### src/rtl/twobit_pkg.sv
// Shared types for the two-bit cascade magnitude comparator.
package twobit_pkg;
   localparam int W = 2;

   typedef logic [1:0] cmp_t;

   localparam cmp_t LT = 2'b00;
   localparam cmp_t GT = 2'b01;
   localparam cmp_t EQ = 2'b10;

   function automatic logic is_lt(input cmp_t r);
      return r == LT;
   endfunction
endpackage

### src/rtl/twobit_cell.sv
// One-bit cascade compare cell: upstream {eq,gt} plus one bit of a and b.
module twobit_cell
   import twobit_pkg::*;
(
   input  logic eqIn,
   input  logic gtIn,
   input  logic a,
   input  logic b,
   output logic eqOut,
   output logic gtOut
);

   cmp_t r;

   always_comb begin
      r = LT;
      unique case (1'b1)
         eqIn & a & ~b:    r = GT;
         eqIn & (a == b):  r = EQ;
         ~eqIn & gtIn:     r = GT;
         default:          r = LT;
      endcase
   end

   assign eqOut = r[1];
   assign gtOut = r[0];

endmodule

### src/rtl/twobit.sv
// Two-bit cascadable unsigned comparator with optional output register.
// Define TWOBIT_LT_OUT_EN to add the ltOut port.
module twobit
   import twobit_pkg::*;
#(
   parameter int OUT_REG = 1
)(
   input  logic         clk,
   input  logic         rst,
   input  logic         inValid,
   input  logic         eqIn,
   input  logic         gtIn,
   input  logic [W-1:0] a,
   input  logic [W-1:0] b,
   output logic         eqOut,
   output logic         gtOut,
   output logic         outValid
`ifdef TWOBIT_LT_OUT_EN
   ,
   output logic         ltOut
`endif
);

   logic hi_eq;
   logic hi_gt;
   logic lo_eq;
   logic lo_gt;
   cmp_t res;

   twobit_cell u_hi (
      .eqIn  (eqIn),
      .gtIn  (gtIn),
      .a     (a[1]),
      .b     (b[1]),
      .eqOut (hi_eq),
      .gtOut (hi_gt)
   );

   twobit_cell u_lo (
      .eqIn  (hi_eq),
      .gtIn  (hi_gt),
      .a     (a[0]),
      .b     (b[0]),
      .eqOut (lo_eq),
      .gtOut (lo_gt)
   );

   assign res = {lo_eq, lo_gt};

   generate
      if (OUT_REG != 0) begin : g_reg
         cmp_t res_q;
         logic vld_q;

         // Result loads every cycle; vld_q alone says whether it counts.
         always_ff @(posedge clk or posedge rst) begin
            if (rst) begin
               res_q <= LT;
               vld_q <= 1'b0;
            end else begin
               res_q <= res;
               vld_q <= inValid;
            end
         end

         assign eqOut    = res_q[1];
         assign gtOut    = res_q[0];
         assign outValid = vld_q;

`ifdef TWOBIT_LT_OUT_EN
         logic lt_q;

         always_ff @(posedge clk or posedge rst) begin
            if (rst) lt_q <= 1'b0;
            else     lt_q <= is_lt(res);
         end

         assign ltOut = lt_q;
`endif
      end else begin : g_comb
         assign eqOut    = res[1];
         assign gtOut    = res[0];
         assign outValid = inValid & ~rst;
`ifdef TWOBIT_LT_OUT_EN
         assign ltOut    = is_lt(res);
`endif
      end
   endgenerate

endmodule

### config.mk
export PLATFORM = sky130hd
export DESIGN_NAME = twobit
export DESIGN_NICKNAME = d
export VERILOG_FILES = /design/src/rtl/twobit_pkg.sv /design/src/rtl/twobit_cell.sv /design/src/rtl/twobit.sv
export SDC_FILE = /design/constraint.sdc
export NUM_CORES = 1
export LEC_CHECK = 0
export ABC_AREA = 1
export CAP_MARGIN = 20
export CORE_AREA = 2 2 39 41
export DETAILED_ROUTE_END_ITERATION = 10
export DIE_AREA = 0 0 41 43
export GPL_TIMING_DRIVEN = 0
export MAX_ROUTING_LAYER = met4
export PLACE_DENSITY = 0.34
export SYNTH_ARGS = -nofsm -noshare
export SYNTH_HDL_FRONTEND = slang
export SYNTH_SLANG_ARGS = --single-unit
### constraint.sdc
create_clock -name clk -period 0.8 [get_ports clk]
set_input_delay 0.16 -clock clk [delete_from_list [all_inputs] [get_ports clk]]
set_output_delay 0.16 -clock clk [all_outputs]
set_load 0.03 [all_outputs]
==> After elaboration in Yosys (flattened, before gate mapping) <==
Cells that the tools add are included.
{ "classes": {"multipliers": 0, "div": 0, "shift": 0, "mux": 2, "reduce_logical": 2, "order_cmp": 0, "n_bitwise": 12, "eq_ne": 2, "add_sub_neg": 0} }
{ "op_table": {"columns": ["cell", "count"], "rows": [
  ["1-bit AND", 8],
  ["2-bit case mux with 2 select lines", 2],
  ["1-bit inverter", 4],
  ["2-bit OR reduction", 2],
  ["1-bit equality test", 2]
]} }
{ "totals": {"mem_count": 0, "output_inout_bits": 3, "in_bits": 9, "ff_bits": 3, "latchBits": 0, "elab_cells": 20, "mem_bits_rw": 0, "mem_bits_ro": 0} }

==> Logic depth before layout (Yosys ltp) <==
{ "depth": {"depth_word": 8, "ltp_mapped": 5} }

==> Modules after synthesis <==
A second synthesis with hierarchy kept.
{ "unflattened": {"cells_unflattened": 20, "area_unflattened_um2": 143.9} }
{ "by_module_without_submodules": {"columns": ["module", "cells_each", "area_per_inst_um2", "seq_area_each_um2", "n_inst"], "rows": [
  ["twobit", 4, 78.8, 75.1, 1],
  ["twobit_cell", 8, 32.5, 0.0, 2]
]} }

==> Worst setup path after synthesis <==
Ideal clock, no wire load.
{ "synth_path": {"kind": "register to output", "start": "register g_reg.res_q[1]", "end": "output port eqOut", "path_stages_with_launch": 1, "n_path_buf": 0, "setup_slack_ns": 0.173, "arrival_time_ns": 0.467, "t_required_ns": 0.640, "cell_sequence": "dfrtp_1"} }
{ "synth_lines": {"columns": ["element", "line", "source"], "rows": [
  ["start, declared", "twobit.sv:52", "cmp_t res_q;"],
  ["start signal, assigned", "twobit.sv:61", "res_q <= res;"],
  ["end, declared", "twobit.sv:15", "output logic eqOut,"]
]} }
No word-level cell between the ends.

==> Worst setup path after layout <==
{ "layout_path": {"start": "register g_reg.vld_q, in the netlist outValid", "end": "output port outValid"} }
{ "layout_lines": {"columns": ["element", "line", "source"], "rows": [
  ["start, declared", "twobit.sv:53", "logic vld_q;"],
  ["start signal, assigned", "twobit.sv:62", "vld_q <= inValid;"],
  ["end, declared", "twobit.sv:17", "output logic outValid"]
]} }
No word-level cell between the ends.

==> impl_summary.md <==
Job
The tool flagged a number of max-cap violations equal to 0.

Synth
The biggest area contributor in the post-synthesis netlist is sky130_fd_sc_hd__dfrtp_1. In the synthesized netlist, the number of instances is 17. The share of flip-flops with an asynchronous set or reset after synthesis is 1.00. A synthesized cell averages 8.24 µm².

The area share of the largest cell type after synthesis is 0.536. Yosys attributes the largest share of cell area to sky130_fd_sc_hd__dfrtp_1, sky130_fd_sc_hd__inv_1, sky130_fd_sc_hd__nand2_1. The fraction of the yosys area taken by sequential cells is 0.536. After synthesis, the netlist uses 9 different library cells. The net count of the mapped netlist is 26. The count of warnings emitted by yosys is 0. The cell with the most instances after synthesis is sky130_fd_sc_hd__inv_1. The count of flip-flops with a built-in enable after synthesis is 0. The commonest cells after synthesis are sky130_fd_sc_hd__inv_1, sky130_fd_sc_hd__dfrtp_1, sky130_fd_sc_hd__nand2_1. The most used flip-flop cell after synthesis is sky130_fd_sc_hd__dfrtp_1. The synthesized design contains 3 register bits. The synthesized netlist occupies a cell area of 140 µm².

GRT
For this run, global-route usage on met1 was measured as 0.0513. The met3 usage is 0.0314. The overall routing resource usage is 0.0462. The maximum number of pins on one net before global-route repair is 5. The first global-routing pass estimated 503 µm of wire. The sum of overflow across all layers after global routing is 0.

The routing usage on met2 is 0.0531. The number of global-route vias before repair came to 141. The global routing stage identified its most utilized layer as met2. The number of antenna violations at the first check in global routing is 0.

Floorplanning
The floorplan die area is 1760 µm². During I/O placement, the number of pins put on the boundary was 12. The die extent in y is 43 µm. The die span in x is 41 µm.

The floorplan has 14 rows. The initial cell density of the core is 0.101. The core area is 1380 µm².

Status
The flow ran to the end, but the final reports show violations. The final reports fail on setup timing.

Clocking
TritonCTS built the clock tree. The cell at the root of the clock tree is sky130_fd_sc_hd__clkbuf_4. Clock-pin slew was measured on the worst setup and hold paths at 0.04 ns. The number of hold buffers added after CTS is 0.

The number of buffers inserted during clock tree synthesis is 3. CTS built an H-tree with a depth of 1. CTS saw 3 sinks. The clock tree buffer depth is 2.

Worst setup path
Along the worst path, the maximum fanout reaches 1. Data arrives at the worst endpoint at 0.73 ns. The family of cells with the greatest summed delay on the critical path is flip-flops.

The sort of element at the end of the critical path is a primary output. At the worst endpoint, the required time is 0.64 ns. The largest single stage delay on the critical path is 0.36 ns.

The cell with the largest stage delay on the worst path is sky130_fd_sc_hd__dfrtp_1. The signal on the critical path passes through buf_6. The number of buffers and inverters on the critical path is 1. The startpoint type of the worst setup path is a flip-flop. The type of the setup path with the least slack is flip-flop to primary output.

Power
The register share of total power is 0.313. In this run the power spent charging and discharging nets is 0.000126 W. The share of total power dissipated in the clock network is 0.482. Of the total power, the share spent switching nets is 0.236. The total internal power is 0.000409 W. The total power density per cell area is 1750 nW/µm². The share of total power dissipated in combinational logic is 0.206. For this design the static power due to leakage is 0.175 nW. The maximum ir drop on the vdd rail is 0.297 mV.

Timing
Final hold analysis gives a worst-case slack of 0.114 ns. The share of the clock period used by the worst path after layout is 1.11. The count of final max-slew check failures is 0.

The post-route minimum period is 0.885 ns. The maximum clock rate is 1130 MHz. The relative slew slack is 0.913. At the pin with the least slew margin, the transition time is 0.129 ns. Setup repair after global routing could not meet its margin everywhere. Setup violations remaining at the end of the flow were counted as 3.

The number of hold-slack violations in the final timing report is 0. The setup slack after layout is -0.0850 ns.

Cells and area
The post-route cell area is 307 µm². The area growth from synthesis to final layout is 119%. The number of nets at the end of the flow is 42. The antenna diode count is 0. Registers take 75.1 µm². Excluding fillers, the count of instances in the completed layout stands at 48. The number of inserted filler cells in the final layout is 151. The area of combinational cells with multiple inputs is 50.0 µm². The proportion of layout cells with a drive suffix above 1 is 0.219.

Place
Counting tap cells, the placed design contains a total of 44 instances. Input and output buffers added on the ports amount to 11. At the end of routability-driven placement, the weighted congestion stood at 0.658. The placed instances occupy a cell area of 270 µm². The estimated wirelength of the detail-placed design is 263 µm.

Detailed routing
For this block, the initial DRC count from the detailed router was 1. Using the TritonRoute via totals, the vias-per-cell ratio works out to 3.13. The final wirelength is 341 µm.

The total number of vias is 150. The first detailed-routing pass ran for 2 iterations. The routed length per placed instance is 7.10 µm. The final antenna-violating net count is 0.

The remaining routing DRC violations is 0.

Worst hold path
The min-delay analysis places its worst path in the category input port to asynchronous set/reset pin.
==> through the flow <==
step	setup slack (ns)	utilization	TNS (ns)	power, W
after floorplan	0.173	-	0	0.000211
after global placement	-0.326	0.195	-1.40	0.000278
after detailed placement	-0.324	0.195	-1.41	0.000279
after CTS	-0.0969	0.216	-0.286	0.000551
after global routing	-0.110	0.222	-0.324	0.000571
final	-0.0850	0.222	-0.252	0.000535
==> flip-flops by register name, summed over array words and instances, names as in the netlist <==
signal,count
g_reg.res_q,2
outValid,1
==> layout by cell type, fill, tap and decap left out, drive strengths merged <==
cell           Yosys  final
nand2              4      4
nor2               2      2
dfrtp              3      3
nand4              1      1
clkbuf             0      4
dlygate4sd2        0      1
o21ai              1      1
inv                4      4
clkdlybuf4s50      0      4
buf                0      3
xor2               1      1
dlymetal6s2s       0      3
nand3              1      1
==> layout make-up <==
class | count | share of cell area
clock buffer | 4 | 0.0857
tap | 16 | 0.0653
inverter | 4 | 0.0490
multi-input combinational | 10 | 0.163
timing repair buffer | 11 | 0.392
sequential | 3 | 0.245
==> repair_timing <==
action                                  in CTS  in global routing
setup buffers                                0                  0
pin swaps                                    1                  2
hold endpoints to repair                     0                  0
endpoints found under the setup margin       4                  5
resized for setup                           22                  3
==> cells by family (layout without fill, tap and decap cells) <==
group | after synthesis | after routing | share of synthesized area
AOI/OAI and AO/OA | 1 | 1 | 0.0357
xor gates and xnor gates | 1 | 1 | 0.0625
buffers and inverters | 4 | 19 | 0.107
DFF | 3 | 3 | 0.536
and+or+nand+nor | 8 | 8 | 0.259
==> final timing paths <==
path,start,to,slack (ns),cells past startpoint
worst max-delay path,outValid,outValid,-0.09,1
max in group asynchronous,rst,g_reg.res_q[1],0.55,2
worst min-delay path,rst,outValid,0.11,2
min in group clk,a[0],g_reg.res_q[1],0.25,3
==> per-layer routing <==
metal  vias up  share of wire
met4         0              0
met2         8           0.45
met5         -              0
met3         0           0.14
met1        61           0.41
li1         81              -
==> power by group through the flow <==
| stage | registers, W | logic (W) | clock network, W |
|---|---|---|---|
| 3_3_place_gp | 0.000167 | 0.000111 | 0 |
| 5_1_grt | 0.000168 | 0.000120 | 0.000282 |
| 4_1_cts | 0.000167 | 0.000113 | 0.000271 |
| 6_report | 0.000167 | 0.000110 | 0.000258 |
| 2_1_floorplan | 0.000189 | 0.0000223 | 0 |
| 3_5_place_dp | 0.000167 | 0.000112 | 0 |
No activity file was read; power rests on OpenSTA's default activity.
